--- config.mk ---
export PLATFORM = sky130hd
export DESIGN_NAME = bias_pingpong_buf
export DESIGN_NICKNAME = d
export VERILOG_FILES = /design/src/rtl/bias_pp_pkg.sv /design/src/rtl/bias_bank_mem.sv /design/src/rtl/bias_pingpong_buf.sv
export SDC_FILE = /design/constraint.sdc
export NUM_CORES = 1
export LEC_CHECK = 0
export ABC_AREA = 1
export BUFFER_PORTS_ARGS = -buffer_cell sky130_fd_sc_hd__buf_2
export CORE_ASPECT_RATIO = 0.5
export CORE_MARGIN = 2
export CORE_UTILIZATION = 60
export DETAILED_ROUTE_END_ITERATION = 12
export PLACE_DENSITY = 0.81
export SLEW_MARGIN = 15
export SYNTH_ARGS = -nofsm -noshare
export SYNTH_HDL_FRONTEND = slang
export SYNTH_SLANG_ARGS = --single-unit
--- constraint.sdc ---
create_clock -name clk -period 2.15 [get_ports clk]
set_input_delay 0.3225 -clock clk [delete_from_list [all_inputs] [get_ports clk]]
set_output_delay 0.3225 -clock clk [all_outputs]
set_load 0.01 [all_outputs]
--- src/rtl/bias_pp_pkg.sv ---
// Shared state type and sizing helper for the bias ping-pong buffer.
package bias_pp_pkg;

  typedef enum logic [1:0] {
    IDLE = 2'd0,
    LOAD = 2'd1,
    FULL = 2'd2
  } bias_pp_state_t;

  function automatic int ch_idx_w(input int num_ch);
    return $clog2(num_ch);
  endfunction

endpackage

--- src/rtl/bias_bank_mem.sv ---
// One bank of per-channel bias words: synchronous write, combinational read,
// asynchronous clear on reset.
module bias_bank_mem
  import bias_pp_pkg::*;
#(
  parameter int DATA_W = 8,
  parameter int NUM_CH = 16
) (
  input  logic                          clk,
  input  logic                          rst_n,
  input  logic                          we,
  input  logic [ch_idx_w(NUM_CH)-1:0]   waddr,
  input  logic [DATA_W-1:0]             wdata,
  input  logic [ch_idx_w(NUM_CH)-1:0]   raddr,
  output logic [DATA_W-1:0]             rdata
);

  localparam int CW = ch_idx_w(NUM_CH);
  localparam logic [CW:0] CH_LIMIT = (CW+1)'(NUM_CH);

  logic [DATA_W-1:0] mem [NUM_CH];

  always_ff @(posedge clk or negedge rst_n) begin
    if (!rst_n) begin
      for (int i = 0; i < NUM_CH; i++) mem[i] <= '0;
    end else if (we) begin
      mem[waddr] <= wdata;
    end
  end

  // Non-power-of-two channel counts leave unused index codes; they read as 0.
  assign rdata = ({1'b0, raddr} < CH_LIMIT) ? mem[raddr] : '0;

endmodule

--- src/rtl/bias_pingpong_buf.sv ---
// Double-buffered per-channel bias store: loader fills the shadow bank while the
// PE array reads the active bank. Optional output alignment via BIAS_PP_SHIFT_EN.
module bias_pingpong_buf
  import bias_pp_pkg::*;
#(
  parameter int DATA_W     = 8,
  parameter int OUT_W      = 16,
  parameter int NUM_CH     = 16,
  parameter int BIAS_SHIFT = 0
) (
  input  logic                        clk,
  input  logic                        rst_n,
  input  logic                        load_start,
  input  logic                        bias_valid,
  input  logic [DATA_W-1:0]           bias_in,
  output logic                        bias_ready,
  output logic                        load_done,
  input  logic                        swap,
  input  logic                        rd_en,
  input  logic [ch_idx_w(NUM_CH)-1:0] rd_ch,
  output logic [OUT_W-1:0]            bias_out,
  output logic                        bias_out_valid,
  output logic                        active_valid
);

  localparam int CW = ch_idx_w(NUM_CH);
  localparam logic [CW-1:0] LAST_CH  = CW'(NUM_CH - 1);
  localparam logic [CW:0]   CH_LIMIT = (CW+1)'(NUM_CH);

`ifdef BIAS_PP_SHIFT_EN
  localparam int SHIFT_AMT = BIAS_SHIFT;
  if (OUT_W < DATA_W + BIAS_SHIFT) begin : g_width_check
    $error("bias_pingpong_buf: OUT_W must be >= DATA_W + BIAS_SHIFT");
  end
`else
  // Without the shift option the alignment parameter has no effect.
  localparam int SHIFT_AMT = 0 * BIAS_SHIFT;
`endif

  bias_pp_state_t state, next_state;
  logic [CW-1:0]  wr_ptr;
  logic           act_sel;
  logic           wr_fire, restart, do_swap;
  logic [DATA_W-1:0] rd_word0, rd_word1, act_word;
  logic signed [OUT_W-1:0] ext_word;

  // A restart in LOAD drops any beat presented in the same cycle; swap beats load_start in FULL.
  always_comb begin
    next_state = state;
    wr_fire    = 1'b0;
    restart    = 1'b0;
    do_swap    = 1'b0;
    case (state)
      IDLE: begin
        if (load_start) begin
          next_state = LOAD;
          restart    = 1'b1;
        end
      end
      LOAD: begin
        if (load_start) begin
          restart = 1'b1;
        end else if (bias_valid) begin
          wr_fire = 1'b1;
          if (wr_ptr == LAST_CH) next_state = FULL;
        end
      end
      FULL: begin
        if (swap) begin
          do_swap    = 1'b1;
          next_state = IDLE;
        end else if (load_start) begin
          next_state = LOAD;
          restart    = 1'b1;
        end
      end
      default: next_state = IDLE;
    endcase
  end

  always_ff @(posedge clk or negedge rst_n) begin
    if (!rst_n) begin
      state        <= IDLE;
      wr_ptr       <= '0;
      act_sel      <= 1'b0;
      active_valid <= 1'b0;
      bias_ready   <= 1'b0;
      load_done    <= 1'b0;
    end else begin
      state      <= next_state;
      bias_ready <= (next_state == LOAD);
      load_done  <= (next_state == FULL);
      if (restart) begin
        wr_ptr <= '0;
      end else if (wr_fire) begin
        wr_ptr <= (wr_ptr == LAST_CH) ? '0 : wr_ptr + CW'(1);
      end
      if (do_swap) begin
        act_sel      <= ~act_sel;
        active_valid <= 1'b1;
      end
    end
  end

  // The shadow bank is always the one not selected by act_sel.
  bias_bank_mem #(.DATA_W(DATA_W), .NUM_CH(NUM_CH)) u_bank0 (
    .clk   (clk),
    .rst_n (rst_n),
    .we    (wr_fire & act_sel),
    .waddr (wr_ptr),
    .wdata (bias_in),
    .raddr (rd_ch),
    .rdata (rd_word0)
  );

  bias_bank_mem #(.DATA_W(DATA_W), .NUM_CH(NUM_CH)) u_bank1 (
    .clk   (clk),
    .rst_n (rst_n),
    .we    (wr_fire & ~act_sel),
    .waddr (wr_ptr),
    .wdata (bias_in),
    .raddr (rd_ch),
    .rdata (rd_word1)
  );

  assign act_word = act_sel ? rd_word1 : rd_word0;
  assign ext_word = OUT_W'($signed(act_word)) <<< SHIFT_AMT;

  always_ff @(posedge clk or negedge rst_n) begin
    if (!rst_n) begin
      bias_out       <= '0;
      bias_out_valid <= 1'b0;
    end else begin
      bias_out_valid <= rd_en;
      if (rd_en) begin
        bias_out <= ({1'b0, rd_ch} < CH_LIMIT) ? ext_word : '0;
      end
    end
  end

endmodule

# Word level (Yosys, flattened, before mapping)
# Index checks and enable logic that the tools add are counted.
classes:
  n_reduce_logical: 4
  addsub: 1
  n_eq_ne: 5
  magnitude_cmp: 3
  mux: 28
  n_bitwise: 5
ops:
  columns: ["operator", "n"]
  rows:
  - ["$bwmux 128", 2]
  - ["$bmux 8 s4", 2]
  - ["$mux 8", 6]
  - ["$demux 8 s4", 1]
  - ["$mux 4", 3]
  - ["$ge 5x5->1 const B", 2]
  - ["$mux 2", 5]
  - ["$not 4->5", 2]
  - ["$mux 1", 7]
  - ["$pmux 2 s3", 1]
  - ["$lt 5x1->1 const B", 1]
  - ["$add 4x1->4 const B", 1]
  - ["$eq 2x1->1 const B", 2]
  - ["$eq 2x2->1 const B", 2]
  - ["$eq 4x4->1 const B", 1]
  - ["$and 1x1->1", 2]
  - ["$logic_not 2->1", 1]
  - ["$pmux 1 s2", 1]
  - ["$reduce_bool 2->1", 1]
  - ["$reduce_or 2->1", 1]
  - ["$logic_and 1x1->1", 1]
  - ["$not 1->1", 1]
totals:
  out_inout_bits: 20
  regBits: 275
  inputBits: 18
  wordCells: 86

# Logic depth before layout (Yosys ltp)
depth:
  depth_word: 6
  mapped_depth: 11
  mapped_depth_nobuf: 9

# Modules after synthesis
# From an unflattened synthesis, not the netlist that was laid out.
hier_totals:
  hier_cells: 1814
  hier_area_um2: 13504.2
modules_own_cells:
  columns: ["module", "instances", "area_per_inst_um2", "seq_area_each_um2", "cells_per_inst"]
  rows:
  - ["bias_bank_mem", 2, 6271.0, 3203.1, 850]
  - ["bias_pingpong_buf", 1, 962.2, 475.5, 114]

# Least setup slack after synthesis
# Ideal clock, no wire load.
synth_timing:
  path_kind: "register to register"
  start: "reg wr_ptr[0]"
  end: "reg u_bank1.mem[47] (netlist bit)"
  arrival_ns: 1.367
  setup_time_ns: 0.135
  path_stages_with_launch: 9
  path_slack_ns: 0.647
  synth_period_minus_slack_ns: 1.503
  n_path_buf: 1
  t_required_ns: 2.015
  path_cell_list: "dfrtp_1 > inv_1 > ha_1 > inv_1 > nor2_1 > nand2_1 > buf_2 > nand2_1 > o21ai_0"
synth_via:
  elab_chain_len: 6
synth_rtl:
  columns: ["element", "line", "source"]
  rows:
  - ["start, declared", "bias_pingpong_buf.sv:41", "logic [CW-1:0] wr_ptr;"]
  - ["start signal, assigned", "bias_pingpong_buf.sv:96", "wr_ptr <= (wr_ptr == LAST_CH) ? '0 : wr_ptr + CW'(1);"]
  - ["$not 4->5 (implied by the code) (*)", "bias_bank_mem.sv:27", "mem[waddr] <= wdata;"]
  - ["$ge 5x5->1 (implied by the code) or $lt 5x1->1 (tied branches)", "bias_bank_mem.sv:27", null]
  - ["$logic_and 1x1->1 (implied by the code)", "bias_bank_mem.sv:27", null]
  - ["$mux 8 (implied by the code)", "bias_bank_mem.sv:27", null]
  - ["$demux 8 s4 (*)", "bias_bank_mem.sv:27", null]
  - ["$bwmux 128 (*)", "bias_bank_mem.sv:27", null]
  - ["end signal, assigned by index", "bias_bank_mem.sv:27", null]
  - ["end, declared", "bias_bank_mem.sv:21", "logic [DATA_W-1:0] mem [NUM_CH];"]
# Every way passes the cells marked *; elsewhere a longest branch is shown, timed or not.
# A chain may end at the register's enable or synchronous reset.

# Final worst setup path
layout_timing:
  start: "reg wr_ptr[0]"
  end: "reg u_bank1.mem[92] (netlist bit)"
# Same word-level chain as after synthesis.

==> impl_results.md <==
* Initial DRC count at 1,445
* Fillers at 1,640
* Seq/Total Area, Yosys at 0.5343
* Antenna Violating Nets Remaining at 0
* IO Port Bufs at 37
* # resized after CTS at 0
* Final period util at 0.9300
* Largest net degree at the start of global routing at 79
* F_max at 500.1 MHz
* CP max FO at 16
* Least-Margin Pin Slew at 0.7243 ns
* CP max-delay cell: nor2_1
* Setup crit start kind: flop
* DR vias at 11.04k
* EDFF count, synth at 0
* Cell Chain, Critical Path: inv_1 > ha_1 > inv_1 > nor2_1 > nand2_4 > nand2_1 > o21ai_1
* Area share of the largest cell type after synthesis at 0.5343
* Clock slew at reported path FFs at 0.07 ns
* CTS H-tree depth at 1
* Total wire length at 34,050 um
* Synth Flop Type: dfrtp_1
* Setup_tns at 0 ns
* Cell mode on critical path: inv_1
* Final setup fails at 0
* Die H at 107.6 um
* Synthesized Nets at 1,595
* Global route overflow at 0
* Nets at 1,573
* Peak per-stage delay on the critical path at 0.58 ns
* Fin crit period at 1.999 ns
* CTS root buf: clkbuf_16
* # clock sinks at 275
* Clk_lat worst skew at 0.53 ns
* VDD IR-drop max at 0.3691 mV
* Storage cell area at 0.006882 sq mm
* Initial antenna violation count at 0
* FFs w/ async S/R, synth at 1.000
* Area of the multi-input gates at 0.005164 sq mm
* PD cells at 784.7 mW/mm^2
* Die width at 211.2 um
* Synth Area per Inst at 8.187 sq um
* Total Power at 0.01084 W
* CTS buffer count at 24
* Worst Hold Class: input port to flop
* # DRC at 0
* Seq cells post-synth at 275
* GRT Util Overall at 0.3095
* Post-synth top area cell: dfrtp_1
* Critical path required time at 2.54 ns
* CTS tree: built
* Initial Utilization at 0.6196
* Lkg Pwr at 6.596 nW
* Crit Path Class: flop to flop
* Slew Limit Headroom at 0.5153
* TritonRoute pass-1 iters at 8
* Hold_ws at 0.02935 ns
* Synth Cell Area at 0.01288 sq mm
* Drt wl/cell at 18.56 um
* IO Pins at 38
* Die area at 0.02272 sq mm
* Via/cell ratio at 6.019
* Layout cell share with drive strength beyond 1 at 0.08328
* RSZ-0062 raised after global routing: no
* Core area at 0.02079 sq mm
* Status: completed
* Synthesis Warnings at 0
* Worst Skew at 0.01144 ns
* First-pass GRT wire length at 54,950 um
* Largest cells by area after synthesis: dfrtp_1 (53%), nand2_1 (18%), nand3_1 (8.5%)
* Max Slew Vio Count at 0
* Syn Inst Count at 1,573
* Vias in the first global route at 10.46k
* Final hold violations at 0
* Clock Path Buffers at 3
* HPWL Detailed at 20,750 um
* CP endpoint kind: flop
* Placer Congestion at 0.9595
* Total of max-cap violations at 0
* Synth cell types at 26
* Diode count at 0
* Arr. time, crit path at 2.39 ns
* FP Rows at 37
* Area Overhead vs Synth at 7.277%
## per-layer routing
layer / global-route usage / up-vias / routed length (um)
li1: - / 5072 / -
met1: 0.4382 / 5313 / 14400
met2: 0.4840 / 580 / 15360
met3: 0.06505 / 73 / 3479
met4: 0.09507 / 0 / 806
met5: 0 / - / 0
## per-stage QoR
stage	area (sq um)	std cells	util	worst slack, ns
finish	13820	1834	0.6647	0.1506
global route	13820	1834	0.6647	0.08684
CTS	13820	1834	0.6647	0.2371
detailed placement	13100	1797	0.6300	0.2548
global placement	13100	1797	0.6300	0.3224
floorplan	12880	1573	-	0.6472
## placed cells by master, fill, tap and decap left out, drive strengths merged
cell type    instances
xor2                 1
nor2                20
nand2              636
dfrtp              275
ha                   4
clkinv               3
dlygate4sd3          1
o22ai                2
buf                 70
a31oi                2
nand4                1
nand3              220
clkbuf              34
o21ai              261
nor3                 1
a21oi                1
inv                 29
## area by class of cell
| class | instances | area share |
|---|---|---|
| Clock buffer | 34 | 0.05062 |
| Clock inverter | 2 | 0.0007245 |
| Inverter | 30 | 0.008241 |
| Multi-Input combinational cell | 1149 | 0.3738 |
| Sequential cell | 275 | 0.4981 |
| Tap cell | 273 | 0.02472 |
| Timing Repair Buffer | 71 | 0.04383 |
## logic make-up after synthesis
| group | Yosys count | share of synthesized area |
|---|---|---|
| xor+xnor | 1 | 0.0006802 |
| fa+ha+maj | 4 | 0.003886 |
| simple gates | 878 | 0.2923 |
| buf+inv | 149 | 0.06470 |
| compound gates | 266 | 0.1041 |
| flops | 275 | 0.5343 |
## power by group
part | internal (W) | leakage, nW | switching [W] | total [W]
sequential | 0.00544 | 3.77 | 0.000154 | 0.00559
combinational | 0.000368 | 2.47 | 0.000796 | 0.00116
clock | 0.00223 | 0.351 | 0.00185 | 0.00408
total | 0.00804 | 6.60 | 0.00280 | 0.0108
## synth_stat cells, types with 4 or more instances
library cell    n
nand2_1       616
dfrtp_1       275
nand3_1       219
o21ai_1       159
o21ai_0       101
buf_2          46
clkbuf_1       40
inv_1          26
buf_6          20
nand2_4        19
nor2_1         18
buf_4           9
ha_1            4
inv_2           4
## flip-flops by register name, summed over array words and instances, names as in the netlist
register and cells:
u_bank0.mem 128, u_bank1.mem 128, bias_out 8, wr_ptr 4, state 2, act_sel 1
active_valid 1, bias_out_valid 1, bias_ready 1, load_done 1
## worst max-delay path, delay by kind of cell (launching register included)
kind            cells  cell delay (ns)
flops               1             0.43
compound gates      1             0.07
buf+inv             2             0.22
simple gates        3             0.96
fa+ha+maj           1             0.17
## worst paths after layout
check,start,to,slack [ns],cells after the start
max,wr_ptr[0]$_DFFE_PN0P_,u_bank1.mem[92]$_DFFE_PN0P_,0.15,7
min,rd_en,bias_out_valid$_DFF_PN0_,0.03,1
max reg2reg,wr_ptr[0]$_DFFE_PN0P_,u_bank1.mem[92]$_DFFE_PN0P_,0.15,7
min reg2reg,active_valid$_DFFE_PN0P_,active_valid$_DFFE_PN0P_,0.47,2
max in group asynchronous,rst_n,u_bank0.mem[33]$_DFFE_PN0P_,1.05,3
min in group asynchronous,rst_n,u_bank1.mem[88]$_DFFE_PN0P_,0.41,2
## repair_timing
item                      CTS  global route
hold buffers                1             0
buffers inserted            0             0
hold endpoints to repair   70             0
No activity file was read; power rests on OpenSTA's default activity.
